==> config.mk <==
export PLATFORM = sky130hd
export DESIGN_NAME = alu_exec_unit
export DESIGN_NICKNAME = d
export VERILOG_FILES = /design/src/rtl/alu_exec_unit.sv
export SDC_FILE = /design/constraint.sdc
export NUM_CORES = 1
export LEC_CHECK = 0
export CAP_MARGIN = 5
export CORE_MARGIN = 4
export CORE_UTILIZATION = 64
export DETAILED_ROUTE_END_ITERATION = 7
export GPL_TIMING_DRIVEN = 0
export HOLD_SLACK_MARGIN = 0.06
export PLACE_DENSITY_LB_ADDON = 0.08
export SYNTH_ARGS = -nofsm -noshare
export SYNTH_HDL_FRONTEND = slang
export SYNTH_SLANG_ARGS = --single-unit
==> constraint.sdc <==
create_clock -name clk -period 6.76 [get_ports clk]
set_clock_uncertainty 0.1 [all_clocks]
set_input_delay 1.352 -clock clk [delete_from_list [all_inputs] [get_ports clk]]
set_output_delay 1.352 -clock clk [all_outputs]
set_load 0.05 [all_outputs]
==> src/rtl/alu_exec_unit.sv <==
// alu_exec_unit: MIPS execution unit. Logic, arithmetic and compare ops finish
// in one cycle. Shifts move one bit per cycle behind a start/busy/done handshake.
// Result and Zero are registered and change only at a completion or at reset.
module alu_exec_unit #(
  parameter int WIDTH = 32
) (
  input  logic             clk,
  input  logic             reset,
  input  logic             start,
  input  logic [3:0]       ALUCtrl,
  input  logic [WIDTH-1:0] A,
  input  logic [WIDTH-1:0] B,
  input  logic [4:0]       shamt,
  output logic [WIDTH-1:0] Result,
  output logic             Zero,
  output logic             busy,
  output logic             done
);

  localparam logic [3:0] OP_AND  = 4'b0000;
  localparam logic [3:0] OP_OR   = 4'b0001;
  localparam logic [3:0] OP_ADD  = 4'b0010;
  localparam logic [3:0] OP_SLLV = 4'b0011;
  localparam logic [3:0] OP_SRLV = 4'b0100;
  localparam logic [3:0] OP_SRAV = 4'b0101;
  localparam logic [3:0] OP_SUB  = 4'b0110;
  localparam logic [3:0] OP_SLT  = 4'b0111;
  localparam logic [3:0] OP_BNE  = 4'b1000;
  localparam logic [3:0] OP_SLL  = 4'b1001;
  localparam logic [3:0] OP_SRL  = 4'b1010;
  localparam logic [3:0] OP_XOR  = 4'b1011;
  localparam logic [3:0] OP_NOR  = 4'b1100;
  localparam logic [3:0] OP_SRA  = 4'b1101;
  localparam logic [3:0] OP_SLTU = 4'b1111;

  // Shift direction/fill kinds held for the duration of a shift
  localparam logic [1:0] K_LEFT = 2'd0;
  localparam logic [1:0] K_SRL  = 2'd1;
  localparam logic [1:0] K_SRA  = 2'd2;

  typedef enum logic [1:0] {S_IDLE, S_SHIFT, S_DONE} state_t;

  state_t           r_state;
  logic [4:0]       r_cnt;
  logic [WIDTH-1:0] r_shreg;
  logic [1:0]       r_kind;
  logic [WIDTH-1:0] r_result;
  logic             r_zero;
  logic             r_done;

  logic [4:0]       w_amt;
  logic [WIDTH-1:0] w_alu;
  logic [WIDTH-1:0] w_shift_nxt;

  function automatic logic f_is_shift(input logic [3:0] c);
    return (c == OP_SLL) || (c == OP_SRL) || (c == OP_SRA) ||
           (c == OP_SLLV) || (c == OP_SRLV) || (c == OP_SRAV);
  endfunction

  // Immediate shifts use shamt, variable shifts use the low five bits of A
  function automatic logic [4:0] f_amount(input logic [3:0] c, input logic [4:0] a5,
                                          input logic [4:0] sh);
    if ((c == OP_SLLV) || (c == OP_SRLV) || (c == OP_SRAV)) return a5;
    return sh;
  endfunction

  function automatic logic [1:0] f_kind(input logic [3:0] c);
    case (c)
      OP_SRL, OP_SRLV: return K_SRL;
      OP_SRA, OP_SRAV: return K_SRA;
      default:         return K_LEFT;
    endcase
  endfunction

  // Single-cycle result; shift codes only reach here with amount 0 and pass B
  function automatic logic [WIDTH-1:0] f_alu(input logic [3:0] c, input logic [WIDTH-1:0] a,
                                             input logic [WIDTH-1:0] b);
    logic signed [WIDTH-1:0] sa;
    logic signed [WIDTH-1:0] sb;
    sa = a;
    sb = b;
    case (c)
      OP_AND:           return a & b;
      OP_OR:            return a | b;
      OP_ADD:           return a + b;
      OP_SUB, OP_BNE:   return a - b;
      OP_SLT:           return {{(WIDTH-1){1'b0}}, (sa < sb)};
      OP_SLTU:          return {{(WIDTH-1){1'b0}}, (a < b)};
      OP_XOR:           return a ^ b;
      OP_NOR:           return ~(a | b);
      OP_SLL, OP_SRL, OP_SRA,
      OP_SLLV, OP_SRLV, OP_SRAV: return b;
      default:          return '0;
    endcase
  endfunction

  // BNE reports "operands differ" so branch resolution can use Zero directly
  function automatic logic f_zero(input logic [3:0] c, input logic [WIDTH-1:0] r);
    return (c == OP_BNE) ? (|r) : ~(|r);
  endfunction

  // Arithmetic right shift keeps the MSB, which is always the sign of the latched B
  function automatic logic [WIDTH-1:0] f_shift1(input logic [1:0] k, input logic [WIDTH-1:0] v);
    case (k)
      K_SRL:   return {1'b0, v[WIDTH-1:1]};
      K_SRA:   return {v[WIDTH-1], v[WIDTH-1:1]};
      default: return {v[WIDTH-2:0], 1'b0};
    endcase
  endfunction

  assign w_amt       = f_amount(ALUCtrl, A[4:0], shamt);
  assign w_alu       = f_alu(ALUCtrl, A, B);
  assign w_shift_nxt = f_shift1(r_kind, r_shreg);

  // Control FSM plus the architecturally visible Result/Zero/done registers
  always_ff @(posedge clk) begin
    if (reset) begin
      r_state  <= S_IDLE;
      r_cnt    <= '0;
      r_result <= '0;
      r_zero   <= 1'b0;
      r_done   <= 1'b0;
    end else begin
      r_done <= 1'b0;
      case (r_state)
        S_IDLE: begin
          if (start) begin
            if (f_is_shift(ALUCtrl) && (w_amt != 5'd0)) begin
              r_cnt   <= w_amt;
              r_state <= S_SHIFT;
            end else begin
              r_result <= w_alu;
              r_zero   <= f_zero(ALUCtrl, w_alu);
              r_done   <= 1'b1;
              r_state  <= S_DONE;
            end
          end
        end
        S_SHIFT: begin
          r_cnt <= r_cnt - 5'd1;
          if (r_cnt == 5'd1) begin
            r_result <= w_shift_nxt;
            r_zero   <= ~(|w_shift_nxt);
            r_done   <= 1'b1;
            r_state  <= S_DONE;
          end
        end
        S_DONE:  r_state <= S_IDLE;
        default: r_state <= S_IDLE;
      endcase
    end
  end

  // Shift datapath: loaded with B at acceptance, then one bit per SHIFT cycle
  always_ff @(posedge clk) begin
    if ((r_state == S_IDLE) && start) begin
      r_shreg <= B;
      r_kind  <= f_kind(ALUCtrl);
    end else if (r_state == S_SHIFT) begin
      r_shreg <= w_shift_nxt;
    end
  end

  assign Result = r_result;
  assign Zero   = r_zero;
  assign done   = r_done;
  assign busy   = (r_state != S_IDLE);

endmodule

# Word-level counts from Yosys, hierarchy flattened
# Cells that the tools add are included.
# word_totals
reg_bits	75
latch_bits	0
ram_bits	0
romBits	0
input_bits	76
word_cells	92
mem_count	0
# classes
add_sub_neg	3
n_mul	0
n_div	0
magnitude_cmp	2
n_eq_ne	22
n_shift	0
mux	28
bitwise	6
reduce_logical	24
# ops
operator	count
$pmux W32 S9	1
$mux W32	5
$pmux W32 S2	2
$lt A32 B32 Y1	2
$reduce_or A32 Y1	2
$add A32 B32 Y32	1
$and A32 B32 Y32	1
$not A32 Y32	1
$or A32 B32 Y32	1
$sub A32 B32 Y32	1
$xor A32 B32 Y32	1
$eq A4 B4 Y1 const B	7
$mux W5	4
$eq A4 B3 Y1 const B	4
$pmux W5 S2	1
$eq A4 B2 Y1 const B	2
$mux W1	8
$ne A2 B2 Y1 const B	4
$pmux W2 S2	2
$logic_or A1 B1 Y1	7
$mux W2	3
$reduce_bool A2 Y1	3
$reduce_or A2 Y1	3
$reduce_or A6 Y1	1
other kinds (14)	18

# Depth between registers and ports, before layout
# Gate-level depths: netlist of the first run.
# logic_depth
ltp_word	10
ltp_mapped	16
ltp_nobuf	15

# Worst setup path before layout of the first run
# OpenSTA, ideal clock, no wires.
# synth_path
kind	input to register
start	input port A[0]
end	register r_zero (netlist: Zero)
setup_ps	91
t_arrival_ps	4830
path_slack_ps	1739
path_stages	15
path_buffers	0
cell_sequence	inv_1 ha_1 fa_1 nor2_1 o311ai_2 and2_1 a221o_1 a221oi_1 nand4_1 nor3_1 and4_1 nand4_1 or4_1 or4_1 a311oi_1
# synth_via
elab_chain_cells	9
# synth_lines
element	line	text
from (decl)	11	input logic [WIDTH-1:0] A,
parallel branches: the longest is 9 deep, another holds $sub A32 B32 Y32	--	
to (signal assigned)	133	r_zero <= f_zero(ALUCtrl, w_alu);
to (signal assigned)	143	r_zero <= ~(|w_shift_nxt);
to (decl)	48	logic r_zero;
# Several ways; the timed one is not identified. The select of a mux whose other input is x is not followed.
# A chain may end at the register's enable or synchronous reset.

# Worst setup path after layout of the first run
# layout_path
start	input port B[12]
end	register r_zero (netlist: Zero)
# layout_via
elab_chain_cells	9
# layout_lines
element	line	text
from (decl)	12	input logic [WIDTH-1:0] B,
parallel branches: the longest is 2 deep, another holds $sub A32 B32 Y32	--	
$pmux W32 S9 (*)	82	case (c)
$reduce_or A32 Y1 (*)	99	return (c == OP_BNE) ? (|r) : ~(|r);
$not A1 Y1	99	
$mux W1 (*)	99	
$mux W1 (*)	128	if (f_is_shift(ALUCtrl) && (w_amt != 5'd0)) begin
$mux W1 (*)	127	if (start) begin
$pmux W1 S2 (*)	125	case (r_state)
# Mark *: on every way between the ends. The select of a mux whose other input is x is not followed.

==> summary.md, run 1 <==
| Metric | Value |
|---|---|
| Remaining global-route overflow | `0` |
| Total GRT Usage | `0.451` |
| Starting Density | `0.656` |
| Syn Inst Count | `1,382` |
| Routed vias | `around 12,000` |
| Die Span X | `about 130 um` |
| Syn_area_per_cell | `7.24 um2` |
| Crit start category | `input port` |
| WHS | `~350 ps` |
| Status | `finished, violations left` |
| F_max | `154 MHz` |
| Worst path required time | `6920 ps` |
| WL final | `41.7 mm` |
| Top FF cell, synth | `dfxtp_1` |
| Longest Clk Path Bufs | `2` |
| Synth warn | `0` |
| Clk_lat worst skew | `350 ps` |
| Sink Count | `75` |
| Slew headroom | `0.218` |
| Syn_nets | `1,563` |
| Nets | `1,683` |
| CTS resizes | `0` |
| Failing checks | `design-rule violations` |
| MaxCap Viol Count | `0` |
| Power Density | `183 mW/mm2` |
| Via density | `7.21` |
| Post-synthesis instance area | `0.0100 mm2` |
| Layout cell share with drive strength beyond 1 | `0.0650` |
| Async SR Flop Fraction | `0` |
| Detailed Route Iter0 Violations | `2,284` |
| Hold Path Class | `flip-flop to flip-flop` |
| Die ar. | `0.0177 mm2` |
| Die height | `roughly 130 um` |
| Dpl cell area | `between 0.01 and 0.015 mm2` |
| Cell-internal power | `0.00118 W` |
| Period utilization | `0.960` |
| Post-place setup slack | `roughly 170 ps` |
| Setup Crit Path Kind | `input port to flip-flop` |
| Initial antenna violation count | `0` |
| CTS H-Tree Depth | `3` |
| Setup slack after layout | `271 ps` |
| TritonCTS clock tree | `yes` |
| FF+latch count, synth | `75` |
| Synth cell types | `about 90` |
| Switch share | `0.449` |
| I/O Pins | `~110` |
| Clk pwr share | `0.218` |
| CP max FO | `10` |
| Post-route DRC | `18` |
| Maximum number of pins on one net before global-route repair | `33` |
| Sequential area share after synthesis | `0.184` |
| Hold buffers post-CTS | `0` |
| Antenna diodes | `0` |
| Dpl hpwl | `32.3 mm` |
| Final Hold Vio Count | `0` |
| FILL cells | `1,141` |
| Reg power frac | `0.276` |
| Comb power frac | `0.506` |
| Root buf cell | `clkbuf_16` |
| Minimum clock period | `6490 ps` |
| First-pass GRT wire length | `63.0 mm` |
| Synthesis-to-finish area growth | `16.4%` |
| Routed Antenna Nets | `0` |
| RSZ-0062 raised after global routing | `false` |
| LEAKAGE | `4.73 nW` |
| Post-route cell area | `~0.012 mm2` |
| Number of synthesized flops with an enable pin | `34` |
| Multi-input logic area | `0.00731 mm2` |
| Endpoints failing setup | `0` |
| Reg clk slew, reported paths | `60 ps` |
| Num CTS Buffers | `9` |
| Final Max Slew Viols | `0` |
| Core area | `0.0153 mm2` |
| CP endpoint kind | `flip-flop` |
| First-pass iteration count of the detailed router | `8` |
| WL/cell | `24.3 um` |
| VDD IR-drop max | `0.178 mV` |
| Register area | `between 0.0015 and 0.002 mm2` |
| Worst Tran Pin Value | `1170 ps` |
| Sum of negative setup slack | `0 ps` |
| Num rows | `45` |
| P_sw | `roughly 0.00096 W` |
| # port buffers | `between 100 and 150` |
| Critical path arrival | `approximately 6700 ps` |
| Postcts setup bufs | `0` |
| Final Util | `0.764` |
| Vias in the first global route | `11,400` |
| Final Wtd Congestion | `1.06` |
-- flip-flops by register name (all words and copies together) (netlist names) --
signal and flops:
r_cnt 5, done 1, Result 32, r_shreg 32
r_kind 2, Zero 1, r_state 2
-- final timing paths --
check / from / end / slack (ps) / cells after the start
max reg2reg: r_state[1] / r_shreg[30] / 3610 / 5
min: Result[20] / Result[20] / 350 / 2
max: B[12] / Zero / 270 / 16
min reg2reg: Result[20] / Result[20] / 350 / 2
-- placed cells by master (no fill, tap or decap), types with 6 or more instances in the layout --
| master | n |
|---|---|
| a21oi_1 | 156 |
| nand2_1 | 152 |
| nor2_1 | 135 |
| inv_1 | 107 |
| clkdlybuf4s50_1 | 107 |
| ha_1 | 103 |
| clkbuf_1 | 46 |
| a22oi_1 | 43 |
| dfxtp_1 | 41 |
| o211ai_1 | 41 |
| o21ai_0 | 40 |
| nor3_1 | 34 |
| edfxtp_1 | 34 |
| buf_2 | 28 |
| nand3_1 | 28 |
| o31ai_1 | 28 |
| mux2i_1 | 26 |
| nor4_1 | 22 |
| nand2b_1 | 18 |
| nand4_1 | 18 |
| o221ai_1 | 17 |
| a21o_1 | 16 |
| buf_1 | 13 |
| a22o_1 | 13 |
| nor2b_1 | 13 |
| a211oi_1 | 13 |
| a31oi_1 | 11 |
| xnor2_1 | 10 |
| clkbuf_16 | 10 |
| inv_2 | 8 |
| and3_1 | 8 |
| o2111ai_1 | 8 |
| buf_4 | 7 |
| o31a_1 | 7 |
| a221oi_1 | 7 |
| a32oi_1 | 6 |
| o21bai_1 | 6 |
-- cell usage after synthesis (8+ instances only) --
master	n	area (um2)
a21oi_1	156	781
a211oi_1	13	97.6
buf_1	13	48.8
inv_2	8	30.0
edfxtp_1	34	1020
buf_2	27	135
o21ai_0	40	200
ha_1	103	1290
o211ai_1	41	308
nand2b_1	18	113
a22o_1	13	114
nand2_1	153	574
clkbuf_1	45	169
nor4_1	22	138
a31oi_1	11	68.8
nand3_1	28	140
nor2_1	135	507
a21o_1	16	120
o31ai_1	28	210
a22oi_1	43	323
nor3_1	35	175
mux2i_1	26	260
nor2b_1	13	81.3
inv_1	107	402
dfxtp_1	41	821
o2111ai_1	8	70.1
o221ai_1	17	149
xnor2_1	10	87.6
nand4_1	18	113
and3_1	8	50.1
-- power by group through the flow --
stage	registers (W)	logic, W	clock network (W)
2_1_floorplan	0.000652	0.000616	0
3_3_place_gp	0.000592	0.00100	0
3_5_place_dp	0.000594	0.00102	0
4_1_cts	0.000586	0.00103	0.000456
5_1_grt	0.000592	0.00114	0.000481
6_report	0.000589	0.00108	0.000466
-- through the flow --
step | std cells | total power, W
finish | 1718 | 0.00214
global route | 1718 | 0.00221
CTS | 1718 | 0.00207
detailed placement | 1702 | 0.00162
global placement | 1700 | 0.00159
floorplan | 1382 | 0.00127
-- critical path, cell delays in order --
cell and delay, ps:
clkdlybuf4s50_1 690, inv_1 110, ha_1 290, buf_4 190
inv_2 150, a21oi_1 150, o31ai_1 450, a221oi_1 170
o211ai_1 500, nor3_1 90, nor4_1 750, and3_1 280
nand4_1 100, or4_1 590, or4_1 500, a311oi_1 260
-- cell type report --
| cell class | count | area share |
|---|---|---|
| flip-flops and latches | 75 | 0.158 |
| clock buffers | 11 | 0.0218 |
| inverters | 115 | 0.0370 |
| clock inverters | 5 | 0.00225 |
| plain buffers | 95 | 0.0377 |
| repair buffers | 109 | 0.0933 |
| well taps | 211 | 0.0226 |
| multi-input cells | 1097 | 0.627 |
-- cell families after synthesis --
family | Yosys count | synth area share
DFF | 75 | 0.184
AOI/OAI and AO/OA | 486 | 0.336
muxes | 29 | 0.0294
and+or+nand+nor | 467 | 0.222
adders and majority gates | 105 | 0.133
buffers and inverters | 210 | 0.0870
xor gates and xnor gates | 10 | 0.00875
-- layer usage --
layer / wire (um) / vias up / global-route usage / share of wire
li1: - / 5352 / - / -
met4: 3550 / 0 / 0.296 / 0.085
met3: 6240 / 283 / 0.143 / 0.15
met5: 0 / - / 0 / 0
met2: 17100 / 1170 / 0.664 / 0.41
met1: 14800 / 5586 / 0.566 / 0.35
(Power assumes the default switching activity.)
==> run 2, diff against run 1 <==
Settings changed: CORE_MARGIN 4 to unset, SKIP_CTS_REPAIR_TIMING set to 1.
==> run 2 against run 1 <==
Effect of this change: the flow still finishes with violations (design-rule violations); setup slack improved by 160 ps; total power grew 1.9%; sequential power barely moved; critical path depth is 1 lower; flip-flop and latch count unchanged; maximum frequency up 2.6%; global-route usage is 4.0 points higher; die area down 8.8%; cell count about the same; combinational power hardly changed; design area grew 0.36%; hold slack got worse by 0.70 ps; critical path type unchanged.
==> summary.md, run 2 (synthesized netlist as in run 1, its figures left out) <==
| Metric | Value |
|---|---|
| Minimum clock period | `6330 ps (-162 ps)` |
| CP max FO | `10 (unchanged)` |
| Via density | `7.15 (-0.81%)` |
| Root buf cell | `clkbuf_16` |
| Failing checks | `design-rule violations` |
| Longest Clk Path Bufs | `2 (unchanged)` |
| Initial antenna violation count | `0 (unchanged)` |
| Crit start category | `input port` |
| Vias in the first global route | `11,200 (-1.4%)` |
| Critical path arrival | `6480 ps (-170 ps)` |
| Commonest non-fill, non-tap cell in the layout | `a21oi_1` |
| CP endpoint kind | `flip-flop` |
| Num rows | `45 (unchanged)` |
| # port buffers | `107 (unchanged)` |
| Starting Density | `0.656 (unchanged)` |
| Final Hold Vio Count | `0 (unchanged)` |
| Hold Path Class | `flip-flop to flip-flop` |
| FILL cells | `1,165 (+2.1%)` |
| Setup Crit Path Kind | `input port to flip-flop` |
| Period utilization | `0.936 (-0.0240)` |
| MaxCap Viol Count | `0 (unchanged)` |
| Worst Tran Pin Value | `1180 ps (+8.70 ps)` |
| I/O Pins | `111 (unchanged)` |
| F_max | `158 MHz (+2.6%)` |
| Nets | `1,682 (-0.059%)` |
| CTS H-Tree Depth | `3 (unchanged)` |
| Reg clk slew, reported paths | `60 ps (about the same)` |
| TritonCTS clock tree | `yes` |
| Maximum number of pins on one net before global-route repair | `33 (unchanged)` |
| Die ar. | `0.0161 mm2 (-8.8%)` |
| Antenna diodes | `0 (unchanged)` |
| First-pass iteration count of the detailed router | `8 (unchanged)` |
| Dpl hpwl | `31.2 mm (-3.3%)` |
| Slew headroom | `0.201 (-0.0165)` |
| Core area | `0.0153 mm2 (unchanged)` |
| VDD IR-drop max | `0.171 mV (-4.0%)` |
| Worst path required time | `6910 ps (about the same)` |
| WL/cell | `23.5 um (-3.1%)` |
| Routed vias | `12,300 (-0.87%)` |
| Die Span X | `127 um (-4.5%)` |
| Num CTS Buffers | `9 (unchanged)` |
| Final Max Slew Viols | `0 (unchanged)` |
| Die height | `127 um (-4.5%)` |
| Status | `finished, violations left` |
| LEAKAGE | `4.74 nW (+0.22%)` |
| Layout cell share with drive strength beyond 1 | `0.0651 (about the same)` |
| Post-route DRC | `19 (+1)` |
| Clk_lat worst skew | `340 ps (about the same)` |
| Endpoints failing setup | `0 (unchanged)` |
| Total GRT Usage | `0.492 (+0.0404)` |
| Sink Count | `75 (unchanged)` |
| Sum of negative setup slack | `0 ps (unchanged)` |
| Synthesis-to-finish area growth | `16.9%` |
| Power Density | `186 mW/mm2 (+1.5%)` |
| Detailed Route Iter0 Violations | `2,131 (-6.7%)` |
| First-pass GRT wire length | `61.3 mm (-2.7%)` |
| WL final | `40.3 mm (-3.2%)` |
| Total Power | `0.00218 W (+1.9%)` |
| Commonest non-fill, non-tap cells in the layout | `156 x a21oi_1, 152 x nand2_1, 135 x nor2_1` |
| RSZ-0062 raised after global routing | `false` |
| Remaining global-route overflow | `0 (unchanged)` |
| Routed Antenna Nets | `0 (unchanged)` |
| Final Wtd Congestion | `1.04 (-1.9%)` |
==> run 2: changes by cell type in the layout (fill, tap and decap cells not counted), sizes merged <==
cell | previous run | this run
clkinv | 4 | 1
buf | 52 | 51
bufinv | 0 | 1
clkbuf | 56 | 57
inv | 116 | 117
==> run 2: metal layers <==
layer  global-route usage  vias up  share of wire
met4                0.324        0          0.080
met5                    0        -              0
met2                0.742     1174           0.41
li1                     -     5340              -
met1                0.638     5525           0.36
met3                0.101      244           0.15
==> run 2: layout make-up <==
cell class              instances  area [um2]  share of cell area
flip-flops and latches         75        1840               0.157
multi-input cells            1097        7320               0.626
well taps                     211         264              0.0226
repair buffers                108        1080              0.0925
plain buffers                  95         439              0.0375
inverters                     115         432              0.0369
clock inverters                 4        53.8             0.00460
clock buffers                  12         268              0.0229
==> run 2: stage by stage <==
stage | std cells | util | setup WS, ps | hold WS (ps) | area [um2]
detailed placement | 1701 | 0.745 | 143 | 343 | 11400
global route | 1717 | 0.767 | 356 | 377 | 11700
global placement | 1700 | 0.744 | 171 | 340 | 11300
floorplan | 1382 | - | 1740 | 350 | 10000
finish | 1717 | 0.767 | 433 | 349 | 11700
CTS | 1717 | 0.766 | 477 | 351 | 11700
==> run 2: critical path, stage by stage <==
cell and delay [ps]:
clkdlybuf4s50_1 720, inv_1 120, ha_1 340, buf_2 210, nor4_1 420, a21boi_0 410
o31ai_1 250, a22oi_1 430, a211oi_2 140, mux2i_1 140, a221oi_1 520, nand2_1 90
or4_1 530, or4_1 530, a311oi_1 260
==> run 2: worst paths after layout <==
path	slack (ps)	start	to	cells past startpoint
max	430	B[11]	Zero	15
min	350	Result[13]	Result[13]	2
max reg2reg	3560	r_state[1]	r_shreg[26]	5
min reg2reg	350	Result[13]	Result[13]	2
==> run 2: power breakdown <==
group / internal [W] / switching, W
combinational: 0.000357 / 0.000713
sequential: 0.000551 / 0.0000395
clock: 0.000321 / 0.000194
